$ cat config.mk
export PLATFORM = sky130hd
export DESIGN_NAME = pe_start_token_fifo
export DESIGN_NICKNAME = d
export VERILOG_FILES = /design/src/rtl/pe_start_token_fifo.sv
export SDC_FILE = /design/constraint.sdc
export NUM_CORES = 1
export LEC_CHECK = 0
export CAP_MARGIN = 20
export CORE_AREA = 3 3 40 42
export DETAILED_ROUTE_END_ITERATION = 8
export DIE_AREA = 0 0 43 45
export SYNTH_ARGS = -nofsm -noshare
export SYNTH_HDL_FRONTEND = slang
export SYNTH_SLANG_ARGS = --single-unit
$ cat constraint.sdc
create_clock -name clk -period 1.6 [get_ports clk]
set_input_delay 0.24 -clock clk [delete_from_list [all_inputs] [get_ports clk]]
set_output_delay 0.24 -clock clk [all_outputs]
set_load 0.02 [all_outputs]
$ cat src/rtl/pe_start_token_fifo.sv
// Start-token FIFO: shift-register storage with registered occupancy and flags.
// Show-ahead read: the oldest token sits on if_dout whenever if_empty_n is high.
module pe_start_token_fifo #(
    parameter int DATA_WIDTH = 1,
    parameter int ADDR_WIDTH = 1,
    parameter int DEPTH      = 2
) (
    input  logic                  clk,
    input  logic                  reset_n,
    input  logic                  if_write_ce,
    input  logic                  if_write,
    input  logic [DATA_WIDTH-1:0] if_din,
    output logic                  if_full_n,
    input  logic                  if_read_ce,
    input  logic                  if_read,
    output logic [DATA_WIDTH-1:0] if_dout,
    output logic                  if_empty_n,
    output logic [ADDR_WIDTH:0]   if_num_data_valid
);
    localparam logic [ADDR_WIDTH:0] CNT_ONE  = (ADDR_WIDTH+1)'(1);
    localparam logic [ADDR_WIDTH:0] CNT_FULL = (ADDR_WIDTH+1)'(DEPTH);

    logic [DATA_WIDTH-1:0] mem_q [DEPTH];
    logic [ADDR_WIDTH:0]   count_q, count_d;
    logic                  empty_n_q, full_n_q;
    logic                  push, pop;

    assign push = if_write_ce & if_write & full_n_q;
    assign pop  = if_read_ce  & if_read  & empty_n_q;

    always_comb begin
        count_d = count_q;
        if (push && !pop)
            count_d = count_q + CNT_ONE;
        else if (pop && !push)
            count_d = count_q - CNT_ONE;
    end

    // Flags derive from next-count so they are plain flops on the outputs.
    always_ff @(posedge clk) begin
        if (!reset_n) begin
            count_q   <= '0;
            empty_n_q <= 1'b0;
            full_n_q  <= 1'b1;
        end else begin
            count_q   <= count_d;
            empty_n_q <= (count_d != '0);
            full_n_q  <= (count_d != CNT_FULL);
        end
    end

    // Storage has no reset so it maps onto shift-register primitives.
    always_ff @(posedge clk) begin
        if (push) begin
            mem_q[0] <= if_din;
            for (int i = 1; i < DEPTH; i++)
                mem_q[i] <= mem_q[i-1];
        end
    end

    // Read tap at slot count-1; count==0 selects nothing and yields zero.
    always_comb begin
        if_dout = '0;
        for (int i = 0; i < DEPTH; i++)
            if (count_q == (ADDR_WIDTH+1)'(i+1))
                if_dout = mem_q[i];
    end

    assign if_full_n         = full_n_q;
    assign if_empty_n        = empty_n_q;
    assign if_num_data_valid = count_q;
endmodule

# Word-level counts from Yosys, hierarchy flattened
# Memory sizes are Yosys's and may differ from the RTL's.
# Index checks and enable logic that the tools add are counted.
totals:
  ramBits: 2
  word_cells: 24
  latchBits: 0
  input_bits: 7
  regBits: 4
  output_inout_bits: 5
  rom_bits: 0
  n_memories: 1
memory_table:
  columns: ["name", "words", "word_bits", "rd", "rd_ports_with_merged_regs", "write_ports", "line", "source"]
  rows:
  - ["mem_q", 2, 1, 2, 0, 2, "23", "logic [DATA_WIDTH-1:0] mem_q [DEPTH];"]
op_classes:
  shifts: 0
  n_mux: 6
  order_cmp: 0
  n_reduce_logical: 5
  mul: 0
  add_sub_neg: 2
  n_eq_ne: 3
  div: 0
  n_bitwise: 4
op_table:
  columns: ["operator", "count"]
  rows:
  - ["$and A1 B1 Y1", 4]
  - ["$mux W1", 4]
  - ["$mux W2", 2]
  - ["$add A2 B1 Y2 const B", 1]
  - ["$eq A2 B1 Y1 const B", 1]
  - ["$eq A2 B2 Y1 const B", 1]
  - ["$logic_and A1 B1 Y1", 2]
  - ["$logic_not A1 Y1", 2]
  - ["$ne A2 B2 Y1 const B", 1]
  - ["$reduce_bool A2 Y1", 1]
  - ["$sub A2 B1 Y2 const B", 1]

# Depth between registers and ports, before layout
# Gate-level depths: netlist of run 1.
logic_depth:
  ltp_word: 7
  mapped_depth: 5
  depth_no_buf: 5

# Worst setup path before layout of run 1
# OpenSTA, ideal clock, no wires.
synth_path:
  path_type: "reg2out"
  start: "register count_q[0], in the netlist if_num_data_valid[0]"
  end: "output port if_dout"
  required_ps: 1360
  stages_incl_launch_ff: 4
  arrival_ps: 1284
  setup_slack_ps: 76
  n_path_buf: 0
  path_cell_list: "dfxtp_1 > inv_1 > ha_1 > o21ai_0"
synth_between:
  elab_chain_len: 3
  elab_cells_between_ends: 4
  cone_classes: "2 x eq/ne; 2 x mux"
synth_lines:
  columns: ["element", "line", "source"]
  rows:
  - ["start: declaration", "24", "logic [ADDR_WIDTH:0] count_q, count_d;"]
  - ["start signal: assignment", "46", "count_q <= count_d;"]
  - ["$eq A2 B1 Y1", "65", "if (count_q == (ADDR_WIDTH+1)'(i+1))"]
  - ["$mux W1", "65", null]
  - ["$mux W1 *", "65", null]
  - ["end: declaration", "16", "output logic [DATA_WIDTH-1:0] if_dout,"]
# Mark *: on every way between the ends. The rest lies on a longest branch, timed or not.

# Worst setup path after layout of run 1
layout_path:
  start: "input port if_read_ce"
  end: "register empty_n_q, in the netlist if_empty_n"
layout_between:
  elab_chain_len: 6
  elab_cells_between_ends: 8
  cone_classes: "2 x mux; 2 x bitwise; 4 x reduce/logical"
layout_lines:
  columns: ["element", "line", "source"]
  rows:
  - ["start: declaration", "14", "input logic if_read_ce,"]
  - ["$and A1 B1 Y1 * (2 in a row)", "29", "assign pop = if_read_ce & if_read & empty_n_q;"]
  - ["$logic_and A1 B1 Y1 or $logic_not A1 Y1 (tied branches)", "35, 33", null]
  - ["$mux W2 or $logic_and A1 B1 Y1 (tied branches)", "35, 33", null]
  - ["$mux W2 *", "33", "if (push && !pop)"]
  - ["$reduce_bool A2 Y1 *", "47", "empty_n_q <= (count_d != '0);"]
  - ["end signal: assignment", "47", null]
  - ["end: declaration", "25", "logic empty_n_q, full_n_q;"]
# Marked as above.
# A chain may end at the register's enable or synchronous reset.

==> flow_metrics.py, run 1 <==
metrics = {
    "placed_design": {
        "dpl.hpwl_um": 639,
        "routabilityCongestion": 0.809,
        "place_area_um2": 504,
        "placedCellCount": 67,
        "dp_slack_ns": -0.119,
        "portBuffers": 11,
    },
    "status": {
        "status": "completed",
    },
    "cts": {
        "cts_tree": "built",
        "cts_buffer_depth": 2,
        "clk_latency_ns": 0.24,
        "cts_made_buffers": 3,
        "cts_root_buf": "clkbuf_4",
        "htreeDepth": 1,
        "cts_setup_buffers": 0,
        "cts_sinks": 6,
        "clk_pin_slew_ns": 0.05,
    },
    "synthesis": {
        "synth_mux_area_share_pct": 3.14,
        "synth_top_family_by_area": "simple AND/OR/NAND/NOR gates",
        "ys_seq_area_share_pct": 43.9,
        "synthesis.nets": 42,
        "synthAdderAreaFrac_pct": 11.0,
        "netlist_area_um2": 319,
        "ys_top_cells_by_area": "dfxtp_1 (25%), edfxtp_1 (19%), ha_1 (7.8%)",
        "synth_compound_area_share_pct": 15.7,
        "yosysTopAreaCellShare_pct": 25.1,
        "synth_xor_xnor_area_share_pct": 0,
        "synth_cell_types": 18,
        "yosysWarnings": 0,
        "synth_area_leader_cell": "dfxtp_1",
        "synthCells": 33,
        "avgSynthCellArea_um2": 9.67,
        "synth_simple_gate_area_share_pct": 20.4,
        "synth-seq-cells": 6,
    },
    "timing": {
        "fin_worst_skew_ns": 0.00125,
        "hold_viol": 0,
        "whs_ns": 0.470,
        "post-route-period-util_pct": 92.9,
        "slew_viol_final": 0,
        "rsz0062_at_grt": "false",
        "worst_pin_slew_ns": 0.223,
        "fin_ws_ns": 0.114,
        "fin_setup_tns_ns": 0,
        "timing.fmax_mhz": 673,
        "setup_viol": 0,
        "period_minus_slack_ns": 1.49,
        "slew_headroom_pct": 85.1,
    },
    "setup_path": {
        "critPathRequiredTime_ns": 1.73,
        "critPathSlowestCell": "clkdlybuf4s50_1",
        "arrival_ns": 1.61,
        "worst_path_largest_cell_delay_ns": 0.46,
        "crit_path_end_kind": "register",
        "crit_path_start_kind": "input port",
        "crit_type": "input port to register",
        "crit_chain": "clkdlybuf4s50_1, nand3_1, and2_4, or3_4, o221a_1",
        "crit_fanout": 3,
    },
    "drt": {
        "drt-pass1-iter-count": 4,
        "antenna_left": 0,
        "viasPerCell": 4.59,
        "drtIter0Drc": 8,
        "remaining_drc_errors": 0,
        "drt-total-wl_um": 787,
        "wl_per_cell_um": 11.2,
        "num_vias": 321,
    },
    "floorplan": {
        "start_util_pct": 24.8,
        "die_width_um": 43,
        "dieArea_um2": 1940,
        "rows": 13,
        "fp.dieH_um": 45,
        "core_area_um2": 1280,
        "io_pins": 12,
    },
    "grt": {
        "grtUsageTotal_pct": 10.1,
        "grt_overflow": 0,
        "grt_max_degree": 6,
        "grt_pass1_vias": 299,
        "grt_pass1_wl_um": 1350,
        "grt_antenna_before_repair": 0,
    },
    "layout": {
        "utilization_pct": 40.9,
        "stdcell_count": 70,
        "drive_above_1_share_pct": 29.1,
        "fin_nets": 66,
        "num_antenna_cells": 0,
        "final_area_um2": 526,
        "synthToLayoutAreaGrowth_pct": 64.7,
    },
    "power": {
        "p_leak_nw": 0.237,
        "finalPower_mw": 0.610,
        "power_density_nw_per_um2": 1160,
        "peakVddDrop_mv": 0.450,
    },
    "run": {
        "maxCapViolCount": 0,
    },
    "worst_hold_path": {
        "min_path_type": "register to register",
    },
}
layout by cell type (no fill, tap or decap):
| cell type | n |
|---|---|
| clkdlybuf4s50_1 | 9 |
| buf_4 | 9 |
| nand2_1 | 4 |
| o21ai_0 | 3 |
| a21oi_1 | 3 |
| clkbuf_4 | 3 |
| dfxtp_1 | 3 |
| and3_1 | 2 |
| inv_1 | 2 |
| nor2_1 | 2 |
| ha_1 | 2 |
| edfxtp_1 | 2 |
| nand3_1 | 1 |
| and2_4 | 1 |
| or3_4 | 1 |
| maj3_1 | 1 |
| nor3_1 | 1 |
| o221a_1 | 1 |
| mux2i_1 | 1 |
| o22a_1 | 1 |
| dfxtp_2 | 1 |
| dlymetal6s2s_1 | 1 |
| buf_2 | 1 |
critical path: cells and delay by family:
family | cells | cell delay (ns)
simple gates | 3 | 0.65
buf+inv | 1 | 0.46
compound gates | 1 | 0.25
synth_stat cells, drive strengths merged:
master  count
nor2        2
ha          2
and3        2
nand2       4
dfxtp       4
edfxtp      2
or3         1
o221a       1
maj3        1
nand3       1
inv         2
buf         1
a21oi       3
mux2i       1
o21ai       3
nor3        1
and2        1
o22a        1
path summary, 6_finish.rpt:
path | slack [ns] | start | to | cells past startpoint
setup / recovery | 0.11 | if_read_ce | if_empty_n | 5
hold / removal | 0.47 | mem_q[0][0] | mem_q[0][1] | 0
setup reg to reg | 0.22 | if_num_data_valid[0] | if_empty_n | 5
hold reg to reg | 0.47 | mem_q[0][0] | mem_q[0][1] | 0
flip-flops by register name (all words and copies together), names as in the netlist:
register           cells
if_num_data_valid      2
mem_q                  2
if_empty_n             1
if_full_n              1
area by class of cell:
class / instances / area, um2
Timing Repair Buffer: 20 / 175
Tap cell: 15 / 18.8
Fill cell: 134 / 759
Sequential cell: 6 / 141
Clock buffer: 3 / 22.5
Multi-Input combinational cell: 24 / 160
Inverter: 2 / 7.51
routing by layer:
metal  share of wire [%]  GRT usage [%]
met2                  49           15.3
met4                   0           5.42
met1                  40           11.4
met5                   0              0
met3                  11           5.58
where the power goes:
group          switching [mW]  internal [mW]  total [mW]  leakage, nW
registers              0.0165          0.185       0.202       0.0521
clock network          0.0530         0.0847       0.138       0.0138
logic                   0.129          0.142       0.271        0.171
total                   0.198          0.412       0.610        0.237
logic make-up (layout without fill, tap and decap cells):
logic type | after synthesis | after routing
compound gates | 8 | 8
fa+ha+maj | 3 | 3
buf+inv | 3 | 25
flops | 6 | 6
mux | 1 | 1
simple gates | 12 | 12
what timing repair did:
item,4_1_cts,5_1_grt
hold buffers,0,0
resized for setup,4,3
setup endpoints to repair,1,2
Power figures use the tool's default switching activity.
==> run 2: changes to the inputs <==
- clock period: 1.6 -> 1.35 ns (I/O delays scaled with it)
==> run 2 against run 1 <==
The flow now finishes with violations (negative setup slack). Non-clock buffer count grew 2. Critical path depth shrank 1. Utilization grew 3.2 points. Combinational power grew 31%. Highest routed layer is now met4.
==> flow_metrics.py, run 2 (synthesis results as in run 1) <==
metrics = {
    "status": {
        "status": "finished, violations left",
        "violations": "negative setup slack",
    },
    "cts": {
        "clk_latency_ns": 0.24,
        "cts_made_buffers": 3,
        "cts_tree": "built",
        "cts_hold_buf": 0,
        "clk_pin_slew_ns": 0.05,
        "cts_buffer_depth": 2,
        "cts_root_buf": "clkbuf_4",
        "cts_sinks": 6,
        "htreeDepth": 1,
    },
    "grt": {
        "grt_pass1_vias": 323,
        "grtUsageTotal_pct": 9.59,
        "grt_antenna_before_repair": 0,
        "grt_pass1_wl_um": 1320,
        "grt_overflow": 0,
        "grt_max_degree": 6,
    },
    "floorplan": {
        "rows": 13,
        "core_area_um2": 1280,
        "dieArea_um2": 1940,
        "io_pins": 12,
        "fp.dieH_um": 45,
        "start_util_pct": 24.8,
        "die_width_um": 43,
    },
    "drt": {
        "drt-pass1-iter-count": 4,
        "drtIter0Drc": 5,
        "remaining_drc_errors": 0,
        "viasPerCell": 4.53,
        "num_vias": 331,
        "antenna_left": 0,
        "wl_per_cell_um": 10.8,
        "drt-total-wl_um": 789,
    },
    "setup_path": {
        "crit_path_end_kind": "register",
        "critPathRequiredTime_ns": 1.48,
        "arrival_ns": 1.54,
        "crit_type": "register to register",
        "crit_fanout": 3,
        "crit_path_start_kind": "register",
    },
    "timing": {
        "slew_viol_final": 0,
        "timing.fmax_mhz": 706,
        "hold_viol": 0,
        "fin_worst_skew_ns": 0.00176,
        "worst_pin_slew_ns": 0.210,
        "post-route-period-util_pct": 105,
        "slew_headroom_pct": 86.1,
        "setup_viol": 1,
        "fin_ws_ns": -0.0659,
        "period_minus_slack_ns": 1.42,
        "rsz0062_at_grt": "true",
        "fin_setup_tns_ns": -0.0659,
    },
    "placed_design": {
        "placedCellCount": 67,
        "dpl.hpwl_um": 557,
        "portBuffers": 11,
        "routabilityCongestion": 0.687,
    },
    "power": {
        "pwr-share-clk_pct": 22.6,
        "p_seq_share_pct": 31.9,
        "p_leak_nw": 0.249,
        "p_switching_mw": 0.251,
        "peakVddDrop_mv": 0.509,
        "sw_frac_of_total_pct": 32.2,
        "power.internal_mw": 0.531,
        "finalPower_mw": 0.782,
        "power_density_nw_per_um2": 1380,
        "combinationalPowerShare_pct": 45.5,
    },
    "run": {
        "maxCapViolCount": 0,
    },
    "layout": {
        "final_cell_mix": "buf_4 (12), dlygate4sd2_1 (5), nand2_1 (4), clkdlybuf4s50_1 (4)",
        "utilization_pct": 44.1,
        "stdcell_count": 73,
        "num_antenna_cells": 0,
        "layout_commonest_cell": "buf_4",
        "drive_above_1_share_pct": 46.6,
        "synthToLayoutAreaGrowth_pct": 77.6,
        "fin_nets": 68,
    },
    "worst_hold_path": {
        "min_path_type": "register to register",
    },
}
==> run 2: changes by cell type in the layout (fill, tap and decap cells not counted), moves of 2 or more <==
cell / before / now
dfxtp_2: 1 / 3
dfxtp_1: 3 / 0
dlygate4sd2_1: 0 / 5
and3_4: 0 / 2
o21ai_1: 0 / 3
clkdlybuf4s50_1: 9 / 4
o21ai_0: 3 / 0
buf_4: 9 / 12
and3_1: 2 / 0
==> run 2: metrics by stage <==
| step | instance area, um2 | setup WS [ns] | hold WS, ns |
|---|---|---|---|
| finish | 567 | -0.0659 | 0.446 |
| detailed placement | 520 | -0.307 | 0.439 |
| global placement | 520 | -0.295 | 0.436 |
| CTS | 551 | -0.0433 | 0.449 |
| floorplan | 335 | -0.0908 | 0.301 |
| global route | 567 | -0.114 | 0.471 |
==> run 2: power groups by stage <==
stage / registers (mW) / logic, mW / clock network, mW
5_1_grt: 0.254 / 0.389 / 0.198
4_1_cts: 0.245 / 0.337 / 0.186
3_3_place_gp: 0.248 / 0.353 / 0
3_5_place_dp: 0.249 / 0.355 / 0
6_report: 0.250 / 0.356 / 0.177
2_1_floorplan: 0.285 / 0.143 / 0
==> run 2: worst paths after layout <==
| path | from | to | slack [ns] | depth (start not counted) |
|---|---|---|---|---|
| max | if_full_n | if_empty_n | -0.07 | 4 |
| max reg2reg | if_full_n | if_empty_n | -0.07 | 4 |
| min reg2reg | mem_q[0][0] | mem_q[0][1] | 0.45 | 0 |
| min | mem_q[0][0] | mem_q[0][1] | 0.45 | 0 |
==> run 2: routing by layer <==
metal | track usage [%] | part of all wire, % | vias up
met5 | 0 | 0 | -
met4 | 10.8 | 2.8 | 0
met1 | 9.93 | 40 | 149
met3 | 1.59 | 6.1 | 2
met2 | 15.6 | 51 | 10
li1 | - | - | 170
==> run 2: timing repair <==
action                     4_1_cts  5_1_grt
setup endpoints to repair        6        5
pin swaps                        5        1
buffers inserted                 2        0
gates resized for setup          9        9
==> run 2: final cells by class <==
cell class / instances / area (um2)
clock buffer: 4 / 26.3
fill: 127 / 718
inverter: 2 / 7.51
multi-input combinational: 24 / 180
sequential: 6 / 148
tap: 15 / 18.8
timing repair buffer: 22 / 186
==> run 2: worst max-delay path: stages (launching register included) <==
cell     delay, ns
dfxtp_4       0.34
and3_4        0.18
and2_4        0.16
or3_4         0.38
o221a_1       0.25
